### config.mk
export PLATFORM = sky130hd
export DESIGN_NAME = cpu_bus_ctrl
export DESIGN_NICKNAME = d
export VERILOG_FILES = /design/src/rtl/cpu_bus_ctrl.sv
export SDC_FILE = /design/constraint.sdc
export NUM_CORES = 1
export LEC_CHECK = 0
export ABC_CLOCK_PERIOD_IN_PS = 4370
export BUFFER_PORTS_ARGS = -buffer_cell sky130_fd_sc_hd__buf_2
export CAP_MARGIN = 20
export CELL_PAD_IN_SITES_DETAIL_PLACEMENT = 0
export CELL_PAD_IN_SITES_GLOBAL_PLACEMENT = 2
export CORE_MARGIN = 3
export CORE_UTILIZATION = 35
export DETAILED_ROUTE_END_ITERATION = 8
export PLACE_DENSITY = 0.91
export SLEW_MARGIN = 10
export SYNTH_ARGS = -nofsm -noshare
export SYNTH_HDL_FRONTEND = slang
export SYNTH_SLANG_ARGS = --single-unit
### constraint.sdc
create_clock -name clk -period 4.37 [get_ports clk]
set_input_delay 0.2185 -clock clk [delete_from_list [all_inputs] [get_ports clk]]
set_output_delay 0.2185 -clock clk [all_outputs]
set_load 0.02 [all_outputs]
### src/rtl/cpu_bus_ctrl.sv
// -----------------------------------------------------------------------------
// cpu_bus_ctrl
//   M-cycle bus controller between the CPU core and the external memory bus.
//   Each accepted request is sequenced through T1..T4. The controller returns
//   read data and a completion status, and generates the phi M-cycle strobe
//   (high in T1/T2, low in T3/T4).
//
//   Optional feature macro: GB_BUS_WAIT_EN
//     defined   : T3 waits for bus_ack. After TIMEOUT_CYCLES wait cycles with
//                 no ack, the transfer completes with rsp_err=1 and
//                 rsp_rdata=all-ones (open-bus value).
//     undefined : bus_ack is ignored and T3 lasts exactly one cycle. rsp_err
//                 is always 0.
//
// Ports
//   clk        in   T-cycle clock (4 MHz)
//   rst        in   asynchronous reset, active low
//   req_valid  in   request present
//   req_ready  out  request accepted on req_valid && req_ready at clk edge
//   req_write  in   1 = write, 0 = read
//   req_addr   in   request address
//   req_wdata  in   write data
//   rsp_valid  out  one-cycle completion pulse (T4)
//   rsp_rdata  out  read data, held until the next read/timeout completion
//   rsp_err    out  timeout flag, valid with rsp_valid
//   bus_addr   out  external address, holds its last value when idle
//   bus_wdata  out  external write data
//   bus_rd     out  read strobe (T2-T3)
//   bus_wr     out  write strobe (T2-T3)
//   bus_ack    in   memory ready, sampled in T3 only
//   bus_rdata  in   external read data
//   phi        out  M-cycle strobe
// -----------------------------------------------------------------------------
module cpu_bus_ctrl #(
  parameter int DATA_WIDTH     = 8,
  parameter int ADDR_WIDTH     = 2 * DATA_WIDTH,
  parameter int TIMEOUT_CYCLES = 15
) (
  input  logic                  clk,
  input  logic                  rst,
  input  logic                  req_valid,
  output logic                  req_ready,
  input  logic                  req_write,
  input  logic [ADDR_WIDTH-1:0] req_addr,
  input  logic [DATA_WIDTH-1:0] req_wdata,
  output logic                  rsp_valid,
  output logic [DATA_WIDTH-1:0] rsp_rdata,
  output logic                  rsp_err,
  output logic [ADDR_WIDTH-1:0] bus_addr,
  output logic [DATA_WIDTH-1:0] bus_wdata,
  output logic                  bus_rd,
  output logic                  bus_wr,
  input  logic                  bus_ack,
  input  logic [DATA_WIDTH-1:0] bus_rdata,
  output logic                  phi
);

  typedef enum logic [2:0] {
    S_IDLE = 3'd0,
    S_T1   = 3'd1,
    S_T2   = 3'd2,
    S_T3   = 3'd3,
    S_T4   = 3'd4
  } state_e;

  localparam logic [7:0]            TIMEOUT_C = 8'(TIMEOUT_CYCLES);
  localparam logic [DATA_WIDTH-1:0] OPEN_BUS  = {DATA_WIDTH{1'b1}};

  state_e                state_q, state_d;
  logic                  req_ready_q, req_ready_d;
  logic                  rsp_valid_q, rsp_valid_d;
  logic [DATA_WIDTH-1:0] rsp_rdata_q, rsp_rdata_d;
  logic [ADDR_WIDTH-1:0] bus_addr_q, bus_addr_d;
  logic [DATA_WIDTH-1:0] bus_wdata_q, bus_wdata_d;
  logic                  bus_rd_q, bus_rd_d;
  logic                  bus_wr_q, bus_wr_d;
  logic                  phi_q, phi_d;

  // Request latched at acceptance; later req_* changes are ignored.
  logic                  wr_q;
  logic [ADDR_WIDTH-1:0] addr_q;
  logic [DATA_WIDTH-1:0] wdata_q;

`ifdef GB_BUS_WAIT_EN
  logic                  rsp_err_q, rsp_err_d;
  logic [7:0]            cnt_q, cnt_d;
`else
  // bus_ack and the timeout are not used in the fixed-length build.
  logic                  unused_wait_cfg;
  assign unused_wait_cfg = bus_ack | (|TIMEOUT_C);
`endif

  logic accept;
  assign accept = req_valid && req_ready_q;

  always_comb begin
    state_d     = state_q;
    req_ready_d = req_ready_q;
    rsp_valid_d = 1'b0;
    rsp_rdata_d = rsp_rdata_q;
    bus_addr_d  = bus_addr_q;
    bus_wdata_d = bus_wdata_q;
    bus_rd_d    = bus_rd_q;
    bus_wr_d    = bus_wr_q;
    phi_d       = phi_q;
`ifdef GB_BUS_WAIT_EN
    rsp_err_d   = rsp_err_q;
    cnt_d       = cnt_q;
`endif

    case (state_q)
      S_IDLE: begin
        state_d = S_IDLE;
      end
      S_T1: begin
        state_d  = S_T2;
        bus_rd_d = !wr_q;
        bus_wr_d = wr_q;
        if (wr_q) bus_wdata_d = wdata_q;
        phi_d    = 1'b1;
      end
      S_T2: begin
        state_d = S_T3;
        phi_d   = 1'b0;
      end
      S_T3: begin
`ifdef GB_BUS_WAIT_EN
        if (bus_ack || (cnt_q == TIMEOUT_C)) begin
          state_d     = S_T4;
          bus_rd_d    = 1'b0;
          bus_wr_d    = 1'b0;
          rsp_valid_d = 1'b1;
          req_ready_d = 1'b1;
          // Ack wins over a timeout reached in the same cycle.
          rsp_err_d   = !bus_ack;
          if (!bus_ack)  rsp_rdata_d = OPEN_BUS;
          else if (!wr_q) rsp_rdata_d = bus_rdata;
        end else begin
          cnt_d = cnt_q + 8'd1;
        end
`else
        state_d     = S_T4;
        bus_rd_d    = 1'b0;
        bus_wr_d    = 1'b0;
        rsp_valid_d = 1'b1;
        req_ready_d = 1'b1;
        if (!wr_q) rsp_rdata_d = bus_rdata;
`endif
      end
      S_T4: begin
        state_d = S_IDLE;
      end
      default: begin
        state_d     = S_IDLE;
        req_ready_d = 1'b1;
        bus_rd_d    = 1'b0;
        bus_wr_d    = 1'b0;
        phi_d       = 1'b0;
      end
    endcase

    // req_ready is only high in IDLE and T4, so acceptance always starts T1.
    if (accept) begin
      state_d     = S_T1;
      req_ready_d = 1'b0;
      bus_addr_d  = req_addr;
      phi_d       = 1'b1;
`ifdef GB_BUS_WAIT_EN
      cnt_d       = 8'd0;
`endif
    end
  end

  always_ff @(posedge clk or negedge rst) begin
    if (!rst) begin
      state_q     <= S_IDLE;
      req_ready_q <= 1'b1;
      rsp_valid_q <= 1'b0;
      rsp_rdata_q <= OPEN_BUS;
      bus_addr_q  <= '0;
      bus_wdata_q <= '0;
      bus_rd_q    <= 1'b0;
      bus_wr_q    <= 1'b0;
      phi_q       <= 1'b0;
`ifdef GB_BUS_WAIT_EN
      rsp_err_q   <= 1'b0;
      cnt_q       <= 8'd0;
`endif
    end else begin
      state_q     <= state_d;
      req_ready_q <= req_ready_d;
      rsp_valid_q <= rsp_valid_d;
      rsp_rdata_q <= rsp_rdata_d;
      bus_addr_q  <= bus_addr_d;
      bus_wdata_q <= bus_wdata_d;
      bus_rd_q    <= bus_rd_d;
      bus_wr_q    <= bus_wr_d;
      phi_q       <= phi_d;
`ifdef GB_BUS_WAIT_EN
      rsp_err_q   <= rsp_err_d;
      cnt_q       <= cnt_d;
`endif
    end
  end

  always_ff @(posedge clk) begin
    if (accept) begin
      wr_q    <= req_write;
      addr_q  <= req_addr;
      wdata_q <= req_wdata;
    end
  end

  assign req_ready = req_ready_q;
  assign rsp_valid = rsp_valid_q;
  assign rsp_rdata = rsp_rdata_q;
  assign bus_addr  = bus_addr_q;
  assign bus_wdata = bus_wdata_q;
  assign bus_rd    = bus_rd_q;
  assign bus_wr    = bus_wr_q;
  assign phi       = phi_q;
`ifdef GB_BUS_WAIT_EN
  assign rsp_err   = rsp_err_q;
`else
  assign rsp_err   = 1'b0;
`endif

endmodule

==> flow_metrics.env, run 1 <==
export IMPL_outcome="completed"
export IMPL_rows=26
export IMPL_worst_pin_slew_ps=870
export IMPL_fin_total_pwr_w=0.00185
export IMPL_insertedDiodeCount=0
export IMPL_routed_wl_um=3540
export IMPL_endpoint_kind="flop"
export IMPL_synth_nets=148
export IMPL_antenna_found_initial=0
export IMPL_avgRoutedWirePerCell_um=13.9
export IMPL_synth_seq_cells=49
export IMPL_fin_tns_setup_ps=0
export IMPL_placedCellCount=246
export IMPL_synth_fa_ha_area_frac=0
export IMPL_drive_gt1_frac=0.652
export IMPL_slew_viol_final=0
export IMPL_rsz0062_at_grt="false"
export IMPL_drtIter0Drc=4
export IMPL_vias_per_cell=4.56
export IMPL_synth_compound_area_frac=0.0232
export IMPL_synthArstFlopShare=0.816
export IMPL_cts_root_buffer="clkbuf_8"
export IMPL_period_share=0.405
export IMPL_synthSimpleGateAreaFrac=0.0605
export IMPL_power_density_mw_per_mm2=767
export IMPL_drv_cap=0
export IMPL_area_growth_pct=24.2
export IMPL_grt_pass1_vias=1236
export IMPL_synthCells=111
export IMPL_drc=0
export IMPL_die_width_um=80.6
export IMPL_setup_viol=0
export IMPL_fp_dieH_um=80.6
export IMPL_stdcell_count=254
export IMPL_start_util=0.371
export IMPL_critPathKind="reg2reg"
export IMPL_cts_setup_buffers=0
export IMPL_synth_edf_count=9
export IMPL_timing_fmax_ghz=0.566
export IMPL_grt_usage=0.115
export IMPL_synth_ff_type="dfrtp_1"
export IMPL_cp_required_ps=4550
export IMPL_hpwlAfterDp_um=2520
export IMPL_period_needed_ps=1770
export IMPL_grt_max_degree=41
export IMPL_h_tree_depth=2
export IMPL_dpl_instance_area_sq_mm=0.00233
export IMPL_ioPinCount=75
export IMPL_synth_xor_area_share=0.00450
export IMPL_cts_tree="yes"
export IMPL_yosysSeqAreaShare=0.659
export IMPL_cts_sinks=49
export IMPL_numCtsBuffers=5
export IMPL_cts_hold_buf=0
export IMPL_gp_congestion=0.708
export IMPL_grt_pass1_wl_um=5640
export IMPL_portBuffers=72
export IMPL_worstPathMaxFanout=10
export IMPL_num_vias=1159
export IMPL_clock_path_buffers=2
export IMPL_hp_class="in2async"
export IMPL_critPathLaunchType="flop"
export IMPL_hold_viol_final=0
export IMPL_gr_total_overflow=0
export IMPL_synth_cell_types=28
export IMPL_dieArea_sq_mm=0.00649
export IMPL_clk_pin_slew_ps=90
export IMPL_ir_drop_mv=0.315
export IMPL_finalClockSkew_ps=10.5
export IMPL_fin_nets=220
export IMPL_ys_warn_count=0
export IMPL_relSlewSlack=0.420
export IMPL_antenna_left=0
export IMPL_synthMuxAreaShare=0.216
export IMPL_synth_top_family_by_area="multiplexers"
export IMPL_avgSynthCellArea_sq_um=17.5
export IMPL_cts_resized=0
export IMPL_worstPathArrival_ps=1950
export IMPL_n_fill_cell=483
export IMPL_worstSkewPairLatency_ps=290
export IMPL_leakage_nw=1.13
export IMPL_drt_pass1_iterations=3
export IMPL_core_sq_mm=0.00524
export IMPL_fin_area_sq_mm=0.00242
export IMPL_syn_area_sq_mm=0.00195
export IMPL_fin_util=0.461
[critical path, stage by stage (launching register included)]
cell	delay [ps]
dfrtp_1	500
nor4bb_4	810
mux2_4	350
[cell usage after synthesis (2+ instances only)]
cell       n  area (sq um)
a211o_1    2          17.5
buf_4      4          30.0
buf_6      3          33.8
dfrtp_1   31           776
dfstp_2    9           236
edfxtp_1   9           270
mux2_1     3          33.8
mux2_2    13           146
mux2_4    16           240
nand2b_1   2          12.5
nor3b_1    2          15.0
[stage by stage]
step | setup slack [ps] | hold slack (ps)
2_1_floorplan | 2830 | -77.1
3_3_place_gp | 2590 | 395
3_5_place_dp | 2560 | 396
4_1_cts | 2560 | 63.0
5_1_grt | 2470 | 78.8
6_report | 2600 | 30.9
[flip-flops by register name (all words and copies together) (netlist names)]
register / flops
bus_addr: 16
rsp_valid: 1
wr_q: 1
bus_wdata: 8
wdata_q: 8
phi: 1
state_q: 3
bus_wr: 1
bus_rd: 1
rsp_rdata: 8
req_ready: 1
[routing by layer]
metal / share of wire / track usage / vias up
li1: - / - / 533
met1: 0.42 / 0.133 / 564
met2: 0.46 / 0.192 / 60
met3: 0.11 / 0.0504 / 2
met4: 0.0040 / 0.0304 / 0
met5: 0 / 0 / -
[final cells by class]
type                       instances  area (sq um)  area share
clock buffer                       5          68.8      0.0285
tap                               70          87.6      0.0363
sequential                        49          1280       0.531
inverter                           1          3.75     0.00155
clock inverter                     3          17.5     0.00725
multi-input combinational         54           596       0.247
timing repair buffer              72           360       0.149
[power breakdown]
group	internal [W]	switching (W)	leakage [nW]	total, W
Sequential	0.000693	0.000123	0.549	0.000817
Combinational	0.000372	0.000411	0.539	0.000783
Clock	0.000111	0.000142	0.0455	0.000252
[cells by family after synthesis]
family	Yosys count
muxes	32
AOI/OAI and AO/OA	6
buffers and inverters	8
other	1
and+or+nand+nor	14
xor gates and xnor gates	1
DFF	49
[layout by cell type (no fill, tap or decap), types with 2 or more instances in the layout]
cell,n
nor3b_1,2
clkbuf_8,5
a211o_1,2
mux2_2,13
dfstp_2,9
buf_2,72
nand2b_1,2
mux2_1,3
dfrtp_1,31
mux2_4,16
edfxtp_1,9
[worst paths after layout]
check / from / to / slack [ps] / cells after the start
min: rst / bus_wdata[0] / 30 / 1
max: state_q[2] / bus_wdata[5] / 2600 / 2
max in group asynchronous: rst / state_q[1] / 3790 / 1
min in group clk: req_wdata[2] / wdata_q[2] / 90 / 1
max reg2reg: state_q[2] / bus_wdata[5] / 2600 / 2
min reg2reg: wdata_q[4] / bus_wdata[4] / 480 / 1
No activity file was read; power rests on OpenSTA's default activity.
==> run 2, diff against run 1 <==
--- a/config.mk
+++ b/config.mk
@@ -5,15 +5,15 @@
 export SDC_FILE = /design/constraint.sdc
 export NUM_CORES = 1
 export LEC_CHECK = 0
-export ABC_CLOCK_PERIOD_IN_PS = 4370
+export ABC_CLOCK_PERIOD_IN_PS = 1600
 export BUFFER_PORTS_ARGS = -buffer_cell sky130_fd_sc_hd__buf_2
 export CAP_MARGIN = 20
 export CELL_PAD_IN_SITES_DETAIL_PLACEMENT = 0
 export CELL_PAD_IN_SITES_GLOBAL_PLACEMENT = 2
 export CORE_MARGIN = 3
-export CORE_UTILIZATION = 35
+export CORE_UTILIZATION = 29
 export DETAILED_ROUTE_END_ITERATION = 8
-export PLACE_DENSITY = 0.91
+export PLACE_DENSITY = 0.81
 export SLEW_MARGIN = 10
 export SYNTH_ARGS = -nofsm -noshare
 export SYNTH_HDL_FRONTEND = slang
==> constraint.sdc (replaced) <==
create_clock -name clk -period 1.6 [get_ports clk]
set_input_delay 0.08 -clock clk [delete_from_list [all_inputs] [get_ports clk]]
set_output_delay 0.08 -clock clk [all_outputs]
set_load 0.02 [all_outputs]
==> run 2 against run 1 <==
Effect of this change: clock power increased to 2.8 times the previous value; critical path depth increased by 1; sequential power increased to 2.7 times the previous value; setup slack got worse by 2400 ps; fmax increased by 26%; combinational power increased to 3.0 times the previous value; core utilization decreased by 2.5 points; critical path type unchanged; sequential share of layout area decreased by 7.3 points; clock skew decreased by 5.4 ps; cell count increased by 17%; worst hold slack got worse by 11 ps; routed wire length increased by 12%.
==> flow_metrics.env, run 2 (synthesis gave the netlist of run 1 again) <==
export IMPL_reg2reg_from="state_q[2]"
export IMPL_clock_path_buffers=2
export IMPL_hp_start="bus_rdata[4]"
export IMPL_avgRoutedWirePerCell_um=13.3
export IMPL_cts_root_buffer="clkbuf_8"
export IMPL_die_width_um=87.9
export IMPL_antenna_found_initial=0
export IMPL_fp_dieH_um=87.9
export IMPL_relSlewSlack=0.666
export IMPL_h_tree_depth=2
export IMPL_grt_max_degree=41
export IMPL_worstSkewPairLatency_ps=300
export IMPL_num_vias=1286
export IMPL_fin_area_sq_mm=0.00280
export IMPL_grt_pass1_wl_um=6320
export IMPL_drc=0
export IMPL_fin_tns_setup_ps=0
export IMPL_rsz0062_at_grt="false"
export IMPL_largest_reg_flops=16
export IMPL_rows=29
export IMPL_core_sq_mm=0.00642
export IMPL_critPathLaunchType="flop"
export IMPL_r2r_cells=3
export IMPL_period_share=0.874
export IMPL_drtIter0Drc=25
export IMPL_whs_path_depth=2
export IMPL_cts_resized=0
export IMPL_slew_viol_final=0
export IMPL_critPathKind="reg2reg"
export IMPL_grt_usage=0.107
export IMPL_leakage_nw=1.29
export IMPL_period_needed_ps=1400
export IMPL_cp_required_ps=1790
export IMPL_dpl_instance_area_sq_mm=0.00242
export IMPL_final_common_cell="buf_2"
export IMPL_r2r_end="bus_wdata[6]"
export IMPL_cts_setup_buffers=0
export IMPL_drt_pass1_iterations=3
export IMPL_rrSetupSlack_ps=200
export IMPL_hold_viol_final=0
export IMPL_numCtsBuffers=5
export IMPL_outcome="completed"
export IMPL_clk_pin_slew_ps=80
export IMPL_gp_congestion=0.679
export IMPL_ioPinCount=75
export IMPL_hold_end="rsp_rdata[4]"
export IMPL_n_fill_cell=585
export IMPL_power_density_mw_per_mm2=1880
export IMPL_dieArea_sq_mm=0.00773
export IMPL_hpwlAfterDp_um=2610
export IMPL_insertedDiodeCount=0
export IMPL_finalClockSkew_ps=5.10
export IMPL_portBuffers=72
export IMPL_vias_per_cell=4.32
export IMPL_routed_wl_um=3970
export IMPL_mostFrequentLayoutCells="buf_2 (72), dfrtp_1 (31), dlygate4sd3_1 (30)"
export IMPL_cts_hold_buf=28
export IMPL_drive_gt1_frac=0.570
export IMPL_worstPathArrival_ps=1590
export IMPL_cts_tree="yes"
export IMPL_grt_pass1_vias=1373
export IMPL_gr_total_overflow=0
export IMPL_endpoint_kind="flop"
export IMPL_cts_sinks=49
export IMPL_fin_nets=257
export IMPL_timing_fmax_ghz=0.715
export IMPL_drv_cap=0
export IMPL_antenna_left=0
export IMPL_setup_viol=0
export IMPL_hp_class="in2reg"
export IMPL_worstPathMaxFanout=9
export IMPL_worst_pin_slew_ps=502
export IMPL_area_growth_pct=43.9
export IMPL_start_util=0.303
export IMPL_ir_drop_mv=0.748
run 2: changes by cell type in the layout (fill, tap and decap cells not counted), sizes merged:
cell | previous run | this run
dlygate4sd3 | 0 | 30
buf | 72 | 79
clkinv | 3 | 0
clkbuf | 5 | 7
clkinvlp | 0 | 1
run 2: worst max path at each step:
stage	cells after the start	startpoint	to
after global routing	3	state_q[2]	bus_wdata[3]
after global placement	3	state_q[2]	bus_wdata[2]
after detailed placement	3	state_q[2]	bus_wdata[2]
after floorplan	4	req_ready	bus_addr[10]
after CTS	3	state_q[2]	bus_wdata[0]
final	3	state_q[2]	bus_wdata[6]
run 2: layer usage:
| metal | wire length (um) | track usage |
|---|---|---|
| met1 | 1700 | 0.124 |
| met2 | 1790 | 0.173 |
| met3 | 430 | 0.0517 |
| met4 | 45 | 0.0377 |
| met5 | 0 | 0 |
run 2: power breakdown:
group / switching (W) / internal [W] / leakage [nW]
logic: 0.00121 / 0.00115 / 0.707
clock network: 0.000392 / 0.000310 / 0.0385
registers: 0.000295 / 0.00189 / 0.549
total: 0.00190 / 0.00336 / 1.29
run 2: cell type report:
| class | instances | area [sq um] | area share |
|---|---|---|---|
| Timing Repair Buffer | 109 | 738 | 0.264 |
| Multi-Input combinational cell | 54 | 596 | 0.213 |
| Tap cell | 77 | 96.3 | 0.0344 |
| Clock inverter | 1 | 7.51 | 0.00268 |
| Sequential cell | 49 | 1280 | 0.458 |
| Clock buffer | 7 | 76.3 | 0.0273 |
| Inverter | 1 | 3.75 | 0.00134 |
run 2: critical path: stages, from the launching register on:
cell and delay [ps]:
dfrtp_1 450, nor4bb_4 360, buf_12 180, mux2_4 300
run 2: per-stage QoR:
step                setup slack [ps]  hold WS, ps  instances  utilization  power (W)
finish                           201         19.7        298        0.436    0.00525
global route                     130         7.65        298        0.436    0.00560
CTS                              188         1.19        296        0.433    0.00533
detailed placement               202          177        260        0.376    0.00454
global placement                 209          174        260        0.376    0.00449
floorplan                       63.8         -216        111            -    0.00379
==> run 3, diff against run 2 <==
--- a/config.mk
+++ b/config.mk
@@ -10,6 +10,7 @@
 export CAP_MARGIN = 20
 export CELL_PAD_IN_SITES_DETAIL_PLACEMENT = 0
 export CELL_PAD_IN_SITES_GLOBAL_PLACEMENT = 2
+export CORE_ASPECT_RATIO = 0.5
 export CORE_MARGIN = 3
 export CORE_UTILIZATION = 29
 export DETAILED_ROUTE_END_ITERATION = 8
==> run 3 against run 2 <==
Effect of this change: core utilization shrank 0.61 points; largest power group unchanged; register-to-register slack gained 20 ps; largest cell class unchanged; flip-flop and latch count is the same; clock-buffer cell count shrank 1; combinational power shrank 2%.
==> flow_metrics.env, run 3 (synthesis gave the netlist of run 1 again) <==
export IMPL_routed_wl_um=3920
export IMPL_pwr_share_comb=0.405
export IMPL_period_needed_ps=1370
export IMPL_start_util=0.310
export IMPL_worstPathMaxFanout=9
export IMPL_drt_pass1_iterations=4
export IMPL_cp_num_buf_inv=1
export IMPL_fp_dieH_um=63.9
export IMPL_cts_tree="yes"
export IMPL_ir_drop_mv=0.535
export IMPL_seqPwrFrac=0.384
export IMPL_cp_slowest_stage_delay_ps=420
export IMPL_fin_total_pwr_w=0.00571
export IMPL_whs_path_depth=2
export IMPL_top_layer_used="met4"
export IMPL_path_depth=3
export IMPL_fin_nets=239
export IMPL_wl_met1_um=1680
export IMPL_grt_usage=0.112
export IMPL_setup_viol=0
export IMPL_hp_class="in2reg"
export IMPL_grt_pass1_vias=1339
export IMPL_numCtsBuffers=5
export IMPL_drv_cap=0
export IMPL_critical_path_cell_chain="nor4bb_4, buf_4, mux2_4"
export IMPL_clk_pin_slew_ps=70
export IMPL_h_tree_depth=2
export IMPL_worstSkewPairLatency_ps=290
export IMPL_cts_root_buffer="clkbuf_16"
export IMPL_crit_family="flip-flops"
export IMPL_drive_gt1_frac=0.635
export IMPL_core_sq_mm=0.00628
export IMPL_largest_reg_flops=16
export IMPL_dieArea_sq_mm=0.00779
export IMPL_rows=20
export IMPL_gr_total_overflow=0
export IMPL_finalClockSkew_ps=4.07
export IMPL_area_growth_pct=38.8
export IMPL_insertedDiodeCount=0
export IMPL_worstPathArrival_ps=1550
export IMPL_endpoint_kind="flop"
export IMPL_fin_tns_setup_ps=0
export IMPL_clock_path_buffers=2
export IMPL_avgRoutedWirePerCell_um=13.5
export IMPL_leakage_nw=1.26
export IMPL_cts_setup_buffers=0
export IMPL_num_vias=1230
export IMPL_outcome="completed"
export IMPL_antenna_left=0
export IMPL_p_switching_w=0.00195
export IMPL_p_sw_frac=0.342
export IMPL_antenna_found_initial=0
export IMPL_grt_pass1_wl_um=6810
export IMPL_gp_congestion=0.741
export IMPL_grt_max_degree=22
export IMPL_slew_viol_final=0
export IMPL_intPower_w=0.00376
export IMPL_mostFrequentLayoutCells="buf_2 (72), dfrtp_1 (31), mux2_4 (16)"
export IMPL_final_common_cell="buf_2"
export IMPL_cp_required_ps=1770
export IMPL_power_density_mw_per_mm2=2110
export IMPL_r2r_cells=3
export IMPL_clockPowerShare=0.211
export IMPL_timing_fmax_ghz=0.728
export IMPL_critPathKind="reg2reg"
export IMPL_wl_met2_um=1980
export IMPL_n_fill_cell=579
export IMPL_drc=0
export IMPL_finalWorstSetupSlack_ps=226
export IMPL_wl_met3_um=208
export IMPL_rsz0062_at_grt="false"
export IMPL_fin_hold_ws_ps=9.06
export IMPL_period_share=0.859
export IMPL_ioPinCount=75
export IMPL_cts_sinks=49
export IMPL_cp_slowest_cell="dfrtp_1"
export IMPL_drtIter0Drc=59
export IMPL_vias_per_cell=4.23
export IMPL_critPathLaunchType="flop"
export IMPL_cts_hold_buf=10
export IMPL_die_width_um=122
export IMPL_hpwlAfterDp_um=2840
export IMPL_cts_resized=0
export IMPL_place_ws_ps=216
export IMPL_hold_viol_final=0
export IMPL_portBuffers=72
==> run 3: changes by cell type in the layout (fill, tap and decap cells not counted) <==
cell | before | now
clkbuf_1 | 2 | 1
dlygate4sd3_1 | 30 | 10
clkinvlp_4 | 1 | 0
clkbuf_8 | 5 | 0
buf_12 | 2 | 1
buf_4 | 5 | 8
clkbuf_16 | 0 | 5
clkinv_4 | 0 | 1
bufinv_16 | 0 | 1
==> run 3: final timing paths <==
| path | start | to | slack, ps |
|---|---|---|---|
| worst max register to register | state_q[2] | bus_wdata[7] | 230 |
| min in group asynchronous | rst | bus_addr[2] | 290 |
| worst max-delay path | state_q[2] | bus_wdata[7] | 230 |
| worst min-delay path | req_addr[0] | bus_addr[0] | 9 |
| worst min register to register | wdata_q[5] | bus_wdata[5] | 480 |
| max in group asynchronous | rst | rsp_rdata[5] | 720 |
==> run 3: metrics by stage <==
step | utilization | std cells | cell area [sq um]
detailed placement | 0.387 | 273 | 2430
finish | 0.430 | 291 | 2700
CTS | 0.430 | 291 | 2700
global placement | 0.387 | 273 | 2430
floorplan | - | 111 | 1950
global route | 0.430 | 291 | 2700
==> run 3: area by class of cell <==
cell class / instances / area, sq um / area share
Multi-Input combinational cell: 54 / 596 / 0.221
Sequential cell: 49 / 1280 / 0.475
Timing Repair Buffer: 91 / 541 / 0.200
Tap cell: 88 / 110 / 0.0408
Clock buffer: 6 / 129 / 0.0477
Clock inverter: 2 / 38.8 / 0.0144
Inverter: 1 / 3.75 / 0.00139
==> run 3: worst reg2reg max path, delay by kind of cell, from the launching register on <==
| kind | cells | cell delay (ps) |
|---|---|---|
| buffers and inverters | 1 | 250 |
| and+or+nand+nor | 1 | 280 |
| DFF | 1 | 420 |
| muxes | 1 | 320 |
==> run 3: per-layer routing <==
layer | up-vias | global-route usage
met2 | 26 | 0.185
met4 | 0 | 0.0363
met3 | 8 | 0.0371
li1 | 572 | -
met5 | - | 0
met1 | 624 | 0.139
==> run 3: power groups by stage <==
stage	registers [W]	clock network [W]	logic, W
3_5_place_dp	0.00221	0	0.00234
3_3_place_gp	0.00219	0	0.00229
5_1_grt	0.00228	0.00131	0.00249
4_1_cts	0.00220	0.00124	0.00236
6_report	0.00219	0.00120	0.00231
2_1_floorplan	0.00277	0	0.00103
